==> src/rtl/data_lsu.sv <==
// Load/store unit between execute and a word-addressed data SRAM without byte enables.
// Sub-word stores are performed as read-modify-write; every request gets exactly one response pulse.
module data_lsu #(
  parameter int MEM_WORDS = 10
) (
  input  logic        clk_i,
  input  logic        rstn_i,
  input  logic        lsu_req_i,
  input  logic        lsu_we_i,
  input  logic [1:0]  lsu_size_i,
  input  logic        lsu_unsigned_i,
  input  logic [31:0] lsu_addr_i,
  input  logic [31:0] lsu_wdata_i,
  output logic        lsu_gnt_o,
  output logic        lsu_rvalid_o,
  output logic [31:0] lsu_rdata_o,
  output logic        lsu_err_o,
  output logic        data_req_o,
  output logic        data_we_o,
  output logic [31:0] data_addr_o,
  output logic [31:0] data_wdata_o,
  input  logic [31:0] data_rdata_i
);

  localparam logic [1:0] ST_IDLE   = 2'd0;
  localparam logic [1:0] ST_ACCESS = 2'd1;
  localparam logic [1:0] ST_MERGE  = 2'd2;
  localparam logic [1:0] ST_RESP   = 2'd3;

  localparam logic [1:0] SZ_B = 2'd0;
  localparam logic [1:0] SZ_H = 2'd1;
  localparam logic [1:0] SZ_W = 2'd2;

  localparam logic [29:0] WORD_LIMIT = 30'(MEM_WORDS);

  logic [1:0]  state_reg, state_next;
  logic        we_reg, uns_reg, err_reg;
  logic [1:0]  size_reg, addr_lo_reg;
  logic [15:0] wdata_reg;
  logic [29:0] word_idx_reg;
  logic [31:0] data_wdata_reg, rdata_reg;

  logic        accept, req_err;
  logic [7:0]  load_byte;
  logic [15:0] load_half;
  logic [31:0] load_ext, merged_word;
  logic [3:0]  lane_sel;

  assign accept = lsu_req_i & (state_reg == ST_IDLE);

  always_comb begin
    req_err = 1'b0;
    case (lsu_size_i)
      SZ_B:    req_err = 1'b0;
      SZ_H:    req_err = lsu_addr_i[0];
      SZ_W:    req_err = |lsu_addr_i[1:0];
      default: req_err = 1'b1;
    endcase
    if (lsu_addr_i[31:2] >= WORD_LIMIT) req_err = 1'b1;
  end

  always_comb begin
    load_byte = data_rdata_i[8*addr_lo_reg +: 8];
    load_half = data_rdata_i[16*addr_lo_reg[1] +: 16];
    case (size_reg)
      SZ_B:    load_ext = {{24{~uns_reg & load_byte[7]}}, load_byte};
      SZ_H:    load_ext = {{16{~uns_reg & load_half[15]}}, load_half};
      default: load_ext = data_rdata_i;
    endcase
  end

  // Replace only the addressed byte lanes of the old SRAM word with the store data.
  genvar gi;
  generate
    for (gi = 0; gi < 4; gi++) begin : g_lane
      assign lane_sel[gi] = (size_reg == SZ_B) ? (addr_lo_reg == 2'(gi))
                                               : (addr_lo_reg[1] == 1'(gi / 2));
      assign merged_word[8*gi +: 8] =
        !lane_sel[gi]       ? data_rdata_i[8*gi +: 8] :
        (size_reg == SZ_B)  ? wdata_reg[7:0]          :
                              wdata_reg[8*(gi % 2) +: 8];
    end
  endgenerate

  always_comb begin
    state_next = state_reg;
    case (state_reg)
      ST_IDLE:   if (accept) state_next = req_err ? ST_RESP : ST_ACCESS;
      ST_ACCESS: state_next = (we_reg && size_reg != SZ_W) ? ST_MERGE : ST_RESP;
      ST_MERGE:  state_next = ST_RESP;
      default:   state_next = ST_IDLE;
    endcase
  end

  always_ff @(posedge clk_i or negedge rstn_i) begin
    if (!rstn_i) begin
      state_reg      <= ST_IDLE;
      we_reg         <= 1'b0;
      uns_reg        <= 1'b0;
      err_reg        <= 1'b0;
      size_reg       <= 2'd0;
      addr_lo_reg    <= 2'd0;
      wdata_reg      <= 16'd0;
      word_idx_reg   <= 30'd0;
      data_wdata_reg <= 32'd0;
      rdata_reg      <= 32'd0;
    end else begin
      state_reg <= state_next;
      case (state_reg)
        ST_IDLE: begin
          if (accept) begin
            we_reg      <= lsu_we_i;
            uns_reg     <= lsu_unsigned_i;
            size_reg    <= lsu_size_i;
            addr_lo_reg <= lsu_addr_i[1:0];
            wdata_reg   <= lsu_wdata_i[15:0];
            err_reg     <= req_err;
            rdata_reg   <= 32'd0;
            // SRAM-facing registers only move for requests that will reach the SRAM.
            if (!req_err) begin
              word_idx_reg <= lsu_addr_i[31:2];
              if (lsu_we_i && lsu_size_i == SZ_W) data_wdata_reg <= lsu_wdata_i;
            end
          end
        end
        ST_ACCESS: begin
          if (!we_reg)               rdata_reg      <= load_ext;
          else if (size_reg != SZ_W) data_wdata_reg <= merged_word;
        end
        ST_RESP: begin
          rdata_reg <= 32'd0;
          err_reg   <= 1'b0;
        end
        default: ;
      endcase
    end
  end

  assign lsu_gnt_o    = (state_reg == ST_IDLE);
  assign lsu_rvalid_o = (state_reg == ST_RESP);
  assign lsu_rdata_o  = rdata_reg;
  assign lsu_err_o    = err_reg;

  assign data_req_o   = (state_reg == ST_ACCESS) || (state_reg == ST_MERGE);
  assign data_we_o    = (state_reg == ST_MERGE) ||
                        ((state_reg == ST_ACCESS) && we_reg && size_reg == SZ_W);
  assign data_addr_o  = {2'b00, word_idx_reg};
  assign data_wdata_o = data_wdata_reg;

endmodule

==> config.mk <==
export PLATFORM = sky130hd
export DESIGN_NAME = data_lsu
export DESIGN_NICKNAME = d
export VERILOG_FILES = /design/src/rtl/data_lsu.sv
export SDC_FILE = /design/constraint.sdc
export NUM_CORES = 1
export LEC_CHECK = 0
export ABC_AREA = 0
export BUFFER_PORTS_ARGS = -buffer_cell sky130_fd_sc_hd__buf_2
export CAP_MARGIN = 20
export CELL_PAD_IN_SITES_DETAIL_PLACEMENT = 1
export CELL_PAD_IN_SITES_GLOBAL_PLACEMENT = 1
export CORE_MARGIN = 2
export CORE_UTILIZATION = 41
export CTS_BUF_LIST = sky130_fd_sc_hd__clkbuf_4 sky130_fd_sc_hd__clkbuf_8 sky130_fd_sc_hd__clkbuf_16
export CTS_CLUSTER_DIAMETER = 200
export CTS_CLUSTER_SIZE = 28
export DETAILED_ROUTE_END_ITERATION = 8
export PLACE_DENSITY_LB_ADDON = 0.2
export SETUP_SLACK_MARGIN = 0.02
export SYNTH_ARGS = -nofsm -noshare
export SYNTH_HDL_FRONTEND = slang
export SYNTH_SLANG_ARGS = --single-unit
==> constraint.sdc <==
create_clock -name clk_i -period 3.3 [get_ports clk_i]
set_clock_uncertainty 0.15 [all_clocks]
set_input_delay 0.165 -clock clk_i [delete_from_list [all_inputs] [get_ports clk_i]]
set_output_delay 0.165 -clock clk_i [all_outputs]
set_load 0.01 [all_outputs]
==> results of run 1 <==
[cells by family (layout without fill, tap and decap cells)]
| family | Yosys count | in the layout | synth area share |
|---|---|---|---|
| AO/OA/AOI/OAI | 152 | 152 | 0.167 |
| adder cells (fa/ha/maj) | 5 | 5 | 0.0104 |
| buffers and inverters | 64 | 321 | 0.0497 |
| flip-flops | 119 | 119 | 0.493 |
| multiplexers | 76 | 76 | 0.159 |
| other | 1 | 2 | 0.000621 |
| AND/OR/NAND/NOR | 142 | 142 | 0.120 |
[cell usage after synthesis (3+ instances only)]
master    number
dfrtp_1      119
o221ai_1      23
inv_1         22
mux2_4        30
a221o_1       16
ha_1           5
nor4_1         6
buf_2          3
nor2b_1       36
mux2i_1       17
nand2b_1       3
nor3_1         9
buf_1          3
mux2_2        28
nand2_1       48
clkbuf_1      31
a31oi_1        6
buf_12         3
a21oi_1       35
a21o_1         8
o21ai_0       53
nor2_1        29
[layout make-up]
type	count	area, um^2
clock buffer	23	495
clock inverter	8	120
fill	1599	6150
inverter	22	82.6
multi-input combinational	377	2770
sequential	119	2980
tap	184	230
timing repair buffer	268	1660
[worst max-delay path, stage by stage, from the launching register on]
cell	delay [ns]
dfrtp_1	0.55
nor2b_1	0.81
a21oi_2	0.37
mux2i_1	0.34
a21oi_1	0.11
mux2_4	0.27
[stage by stage]
step	utilization	cells
2_1_floorplan	-	560
3_3_place_gp	0.496	916
3_5_place_dp	0.496	916
4_1_cts	0.575	1001
5_1_grt	0.575	1001
6_report	0.575	1001
[worst max-delay path by stage]
| stage | end | slack (ns) | from |
|---|---|---|---|
| after floorplan | data_wdata_o[10]$_DFFE_PN0P_ | 1.02 | state_reg[0]$_DFFE_PN0P_ |
| after global placement | data_wdata_o[4]$_DFFE_PN0P_ | 0.73 | state_reg[0]$_DFFE_PN0P_ |
| after detailed placement | lsu_rdata_o[26]$_DFFE_PN0P_ | 0.59 | state_reg[1]$_DFFE_PN0P_ |
| after CTS | data_wdata_o[1]$_DFFE_PN0P_ | 0.57 | state_reg[0]$_DFFE_PN0P_ |
| after global routing | lsu_rdata_o[20]$_DFFE_PN0P_ | 0.38 | state_reg[1]$_DFFE_PN0P_ |
| final | data_wdata_o[6]$_DFFE_PN0P_ | 0.59 | addr_lo_reg[0]$_DFFE_PN0P_ |
[where the power goes]
group          total (mW)  leakage (nW)  internal, mW  switching, mW
clock network        1.93         0.302          1.27          0.659
registers            2.35          1.53          1.96          0.393
logic                3.37          2.46          1.50           1.87
total                7.65          4.30          4.73           2.92
[layer usage]
metal | part of all wire | global-route usage | wire [um]
met2 | 0.49 | 0.447 | 10100
met3 | 0.066 | 0.0629 | 1360
met5 | 0 | 0 | 0
met1 | 0.43 | 0.337 | 8730
met4 | 0.018 | 0.0797 | 361
[cells in the final DEF (no fill, tap or decap), types with 2 or more instances in the layout]
cell | Yosys | routed
bufinv_16 | 0 | 3
clkbuf_4 | 0 | 2
o221ai_1 | 23 | 23
clkbuf_8 | 0 | 4
mux2i_1 | 17 | 17
buf_2 | 3 | 200
a221o_1 | 16 | 16
nor2_1 | 29 | 29
clkbuf_16 | 0 | 17
o21ai_0 | 53 | 53
mux2_4 | 30 | 30
clkinv_2 | 0 | 3
mux2_2 | 28 | 28
buf_4 | 2 | 13
dlygate4sd3_1 | 0 | 54
nor2b_1 | 36 | 36
nand2_1 | 48 | 48
a21oi_1 | 35 | 35
conb_1 | 1 | 2
a31oi_1 | 6 | 6
o21a_1 | 2 | 2
inv_1 | 22 | 22
dfrtp_1 | 119 | 119
nor3_1 | 9 | 9
clkinvlp_4 | 0 | 2
nand4_1 | 2 | 2
a21oi_2 | 2 | 2
nand2b_1 | 3 | 3
nor4_1 | 6 | 6
a21o_1 | 8 | 8
ha_1 | 5 | 4
[repair_timing]
action,CTS,global route
resized for setup,0,0
setup endpoints to repair,0,0
setup buffers,0,0
hold buffers,54,0
endpoints found under the hold margin,91,0
==> metrics.yaml, run 1 <==
status: "finished clean"
post_dp_cell_area_um2: 7180
rrSetupSlack_ns: 0.59
finalNetCount: 913
grt_overflow_total: 0
core_area_um2: 14500
antenna_found_initial: 0
cts.reportedPaths.clkPinSlew_ns: 0.06
dr.pass1.iters: 5
cts_inserted_buffers: 17
drc_errors: 0
dp_slack_ns: 0.594
synthDistinctLibCells: 44
syn_inst: 559
tns_ns: 0
drtIter0Drc: 348
powerDensity_nw_per_um2: 918
ys.flop_type: "dfrtp_1"
syn_area_per_cell_um2: 10.8
grt_pass1_wl_um: 32500
synth_top_area_cell: "dfrtp_1"
finalCritPeriodShare: 0.822
clock_sinks: 119
leakage_nw: 4.30
area_growth_pct: 38.0
maxSlewViolCount: 0
antenna_left: 0
power.total_mw: 7.65
cp_max_fo: 14
tritoncts: "yes"
cp_data_required_time_ns: 3.46
synthTopCellsByArea: "dfrtp_1, mux2_4, mux2_2"
yosys_warnings: 0
drt_wl_total_um: 20500
max_freq_mhz: 369
rsz0062_at_grt: "false"
final_cell_area_um2: 8330
n_antenna_cell: 0
syn_area_um2: 6040
clock-root-buffer: "clkbuf_16"
period_minus_slack_ns: 2.71
setup_ws_ns: 0.587
worst_pin_slew_ns: 0.953
vias: 5451
row_count: 44
wl_per_cell_um: 20.5
grt_max_degree: 82
synth_top_area_frac: 0.493
grt_pass1_vias: 5902
port_buffers: 201
gp_congestion: 0.867
start_util: 0.417
worst_setup_path_start_kind: "flop"
holdPathEnd: "data_wdata_o[25]$_DFFE_PN0P_"
synth_seq_cells: 119
r2r_end: "data_wdata_o[6]$_DFFE_PN0P_"
clk_latency_ns: 0.42
hpwl_um: 14400
reg2reg_depth: 5
end_kind: "flop"
path_class: "reg2reg"
ir_worst_vdd_uv: 413
grt.total_usage: 0.264
relSlewSlack: 0.363
hp-class: "in2reg"
setup_viol: 0
die_y_um: 125
io_pins: 204
seq_area_frac_synth: 0.493
fp.dieArea_um2: 15700
synth_edf_count: 0
min_from: "lsu_wdata_i[25]"
via_per_inst: 5.45
rr_startpoint: "addr_lo_reg[0]$_DFFE_PN0P_"
whs_ns: 0.0108
drv_cap: 0
h-tree-depth: 4
cts.path.max_buffers: 2
layout-drive-gt1-share: 0.383
finalHoldViolCount: 0
whs_path_depth: 4
die_w_um: 125
synthArstFlopShare: 1.00
cp.arrival_ns: 2.87
Power figures use the tool's default switching activity.
==> run 2: changes to the inputs <==
--- a/config.mk
+++ b/config.mk
@@ -11,7 +11,7 @@
 export CELL_PAD_IN_SITES_DETAIL_PLACEMENT = 1
 export CELL_PAD_IN_SITES_GLOBAL_PLACEMENT = 1
 export CORE_MARGIN = 2
-export CORE_UTILIZATION = 41
+export CORE_UTILIZATION = 39
 export CTS_BUF_LIST = sky130_fd_sc_hd__clkbuf_4 sky130_fd_sc_hd__clkbuf_8 sky130_fd_sc_hd__clkbuf_16
 export CTS_CLUSTER_DIAMETER = 200
 export CTS_CLUSTER_SIZE = 28
==> constraint.sdc (replaced) <==
create_clock -name clk_i -period 2.84 [get_ports clk_i]
set_clock_uncertainty 0.15 [all_clocks]
set_input_delay 0.142 -clock clk_i [delete_from_list [all_inputs] [get_ports clk_i]]
set_output_delay 0.142 -clock clk_i [all_outputs]
set_load 0.01 [all_outputs]
==> metrics.yaml, run 2 (synthesis gave the netlist of run 1 again) <==
status: "finished clean"
maxSlewViolCount: 0
grt_overflow_total: 0
layout_commonest_cell: "buf_2"
path_class: "reg2reg"
power.net_switching_mw: 3.50
vias: 5409
end_kind: "flop"
antenna_left: 0
die_y_um: 128
drv_cap: 0
grt_use_met3: 0.0644
cts_resized: 0
clock_sinks: 119
final_cell_mix: "buf_2, dfrtp_1, dlygate4sd3_1"
cts_inserted_buffers: 17
port_buffers: 201
start_util: 0.399
clk_latency_ns: 0.43
antenna_found_initial: 0
h-tree-depth: 4
powerDensity_nw_per_um2: 1050
p_int_mw: 5.40
ir_worst_vdd_uv: 523
setup_viol: 0
path_cells: "inv_1 > ha_1 > nand2_1 > nor4_4 > o2bb2ai_4 > buf_12 > mux2_2"
relSlewSlack: 0.301
row_count: 45
drt_wl_total_um: 20600
critPathSlowestCell: "dfrtp_1"
grt.total_usage: 0.257
cp_slowest_stage_delay_ns: 0.41
cts.path.max_buffers: 2
hpwl_um: 14700
dr.pass1.iters: 4
via_per_inst: 5.30
drtIter0Drc: 344
grtUsageMet1: 0.333
period_minus_slack_ns: 2.61
cts_setup_buffers: 0
ctsHoldBuffers: 63
worst_setup_path_start_kind: "flop"
power.share.combinational: 0.447
grtUsageMet2: 0.421
p_seq_frac: 0.307
leakage_nw: 4.35
hp-class: "in2reg"
layout-drive-gt1-share: 0.384
power.total_mw: 8.90
cts.reportedPaths.clkPinSlew_ns: 0.06
grt_busiest_layer: "met2"
p_sw_frac: 0.393
max_freq_mhz: 383
wl_per_cell_um: 20.2
tns_ns: 0
worst-path-buf-inv: 2
fp.dieArea_um2: 16500
cp.arrival_ns: 2.77
worst_pin_slew_ns: 1.05
tritoncts: "yes"
n_antenna_cell: 0
gp_congestion: 0.918
clock-root-buffer: "clkbuf_16"
grt_pass1_wl_um: 32100
grt_max_degree: 53
core_area_um2: 15100
io_pins: 204
cp_data_required_time_ns: 3.00
critical_path.top_delay_family: "simple AND/OR/NAND/NOR gates"
rsz0062_at_grt: "false"
finalNetCount: 928
grt_pass1_vias: 5843
clkPwrFrac: 0.246
drc_errors: 0
area_growth_pct: 40.0
finalHoldViolCount: 0
cp_max_fo: 22
die_w_um: 128
finalCritPeriodShare: 0.919
run 2: changes by cell type in the layout (fill, tap and decap cells not counted), sizes merged, moves of 2 or more:
| cell | previous run | this run |
|---|---|---|
| clkbuf | 23 | 18 |
| clkinv | 3 | 5 |
| dlygate4sd3 | 54 | 63 |
| buf | 214 | 220 |
| inv | 22 | 28 |
run 2: power groups by stage:
stage / sequential (mW) / clock, mW / combinational (mW)
floorplan: 2.80 / 0 / 2.50
global placement: 2.72 / 0 / 3.76
detailed placement: 2.74 / 0 / 3.89
CTS: 2.73 / 2.22 / 3.97
global route: 2.81 / 2.31 / 4.32
finish: 2.73 / 2.19 / 3.98
run 2: path summary, 6_finish.rpt:
path | start | end | slack (ns) | cells after the start
worst max-delay path | state_reg[0]$_DFFE_PN0P_ | data_wdata_o[0]$_DFFE_PN0P_ | 0.23 | 7
worst min-delay path | data_rdata_i[2] | lsu_rdata_o[2]$_DFFE_PN0P_ | 0.03 | 3
worst max register to register | state_reg[0]$_DFFE_PN0P_ | data_wdata_o[0]$_DFFE_PN0P_ | 0.23 | 7
worst min register to register | lsu_rdata_o[12]$_DFFE_PN0P_ | lsu_rdata_o[12]$_DFFE_PN0P_ | 0.33 | 1
max in group asynchronous | rstn_i | data_wdata_o[0]$_DFFE_PN0P_ | 1.44 | 3
min in group asynchronous | rstn_i | lsu_rdata_o[27]$_DFFE_PN0P_ | 0.15 | 2
run 2: cell type report:
type                    count  area [um^2]
inverters                  22         82.6
clock buffers              18          433
clock inverters            14          164
well taps                 188          235
repair buffers            283         1790
flip-flops and latches    119         2980
multi-input cells         377         2770
fillers                  1668         6690
run 2: through the flow:
stage               setup WS [ns]  std cells  area (um^2)   util  hold slack, ns
floorplan                   0.564        560         6040      -          -0.304
global placement            0.394        926         7230  0.477          0.0691
detailed placement          0.273        926         7230  0.477          0.0807
CTS                         0.233       1021         8450  0.558          0.0178
global route                0.123       1021         8450  0.558          0.0615
finish                      0.230       1021         8450  0.558          0.0271
run 2: tightest hold or removal path: stages:
cell and delay, ns:
buf_2 0.13, o21ai_0 0.19, o41ai_1 0.09
run 2: layer usage:
layer / routed length [um] / share of wire
met1: 8990 / 0.44
met2: 10100 / 0.49
met3: 1150 / 0.056
met4: 397 / 0.019
met5: 0 / 0
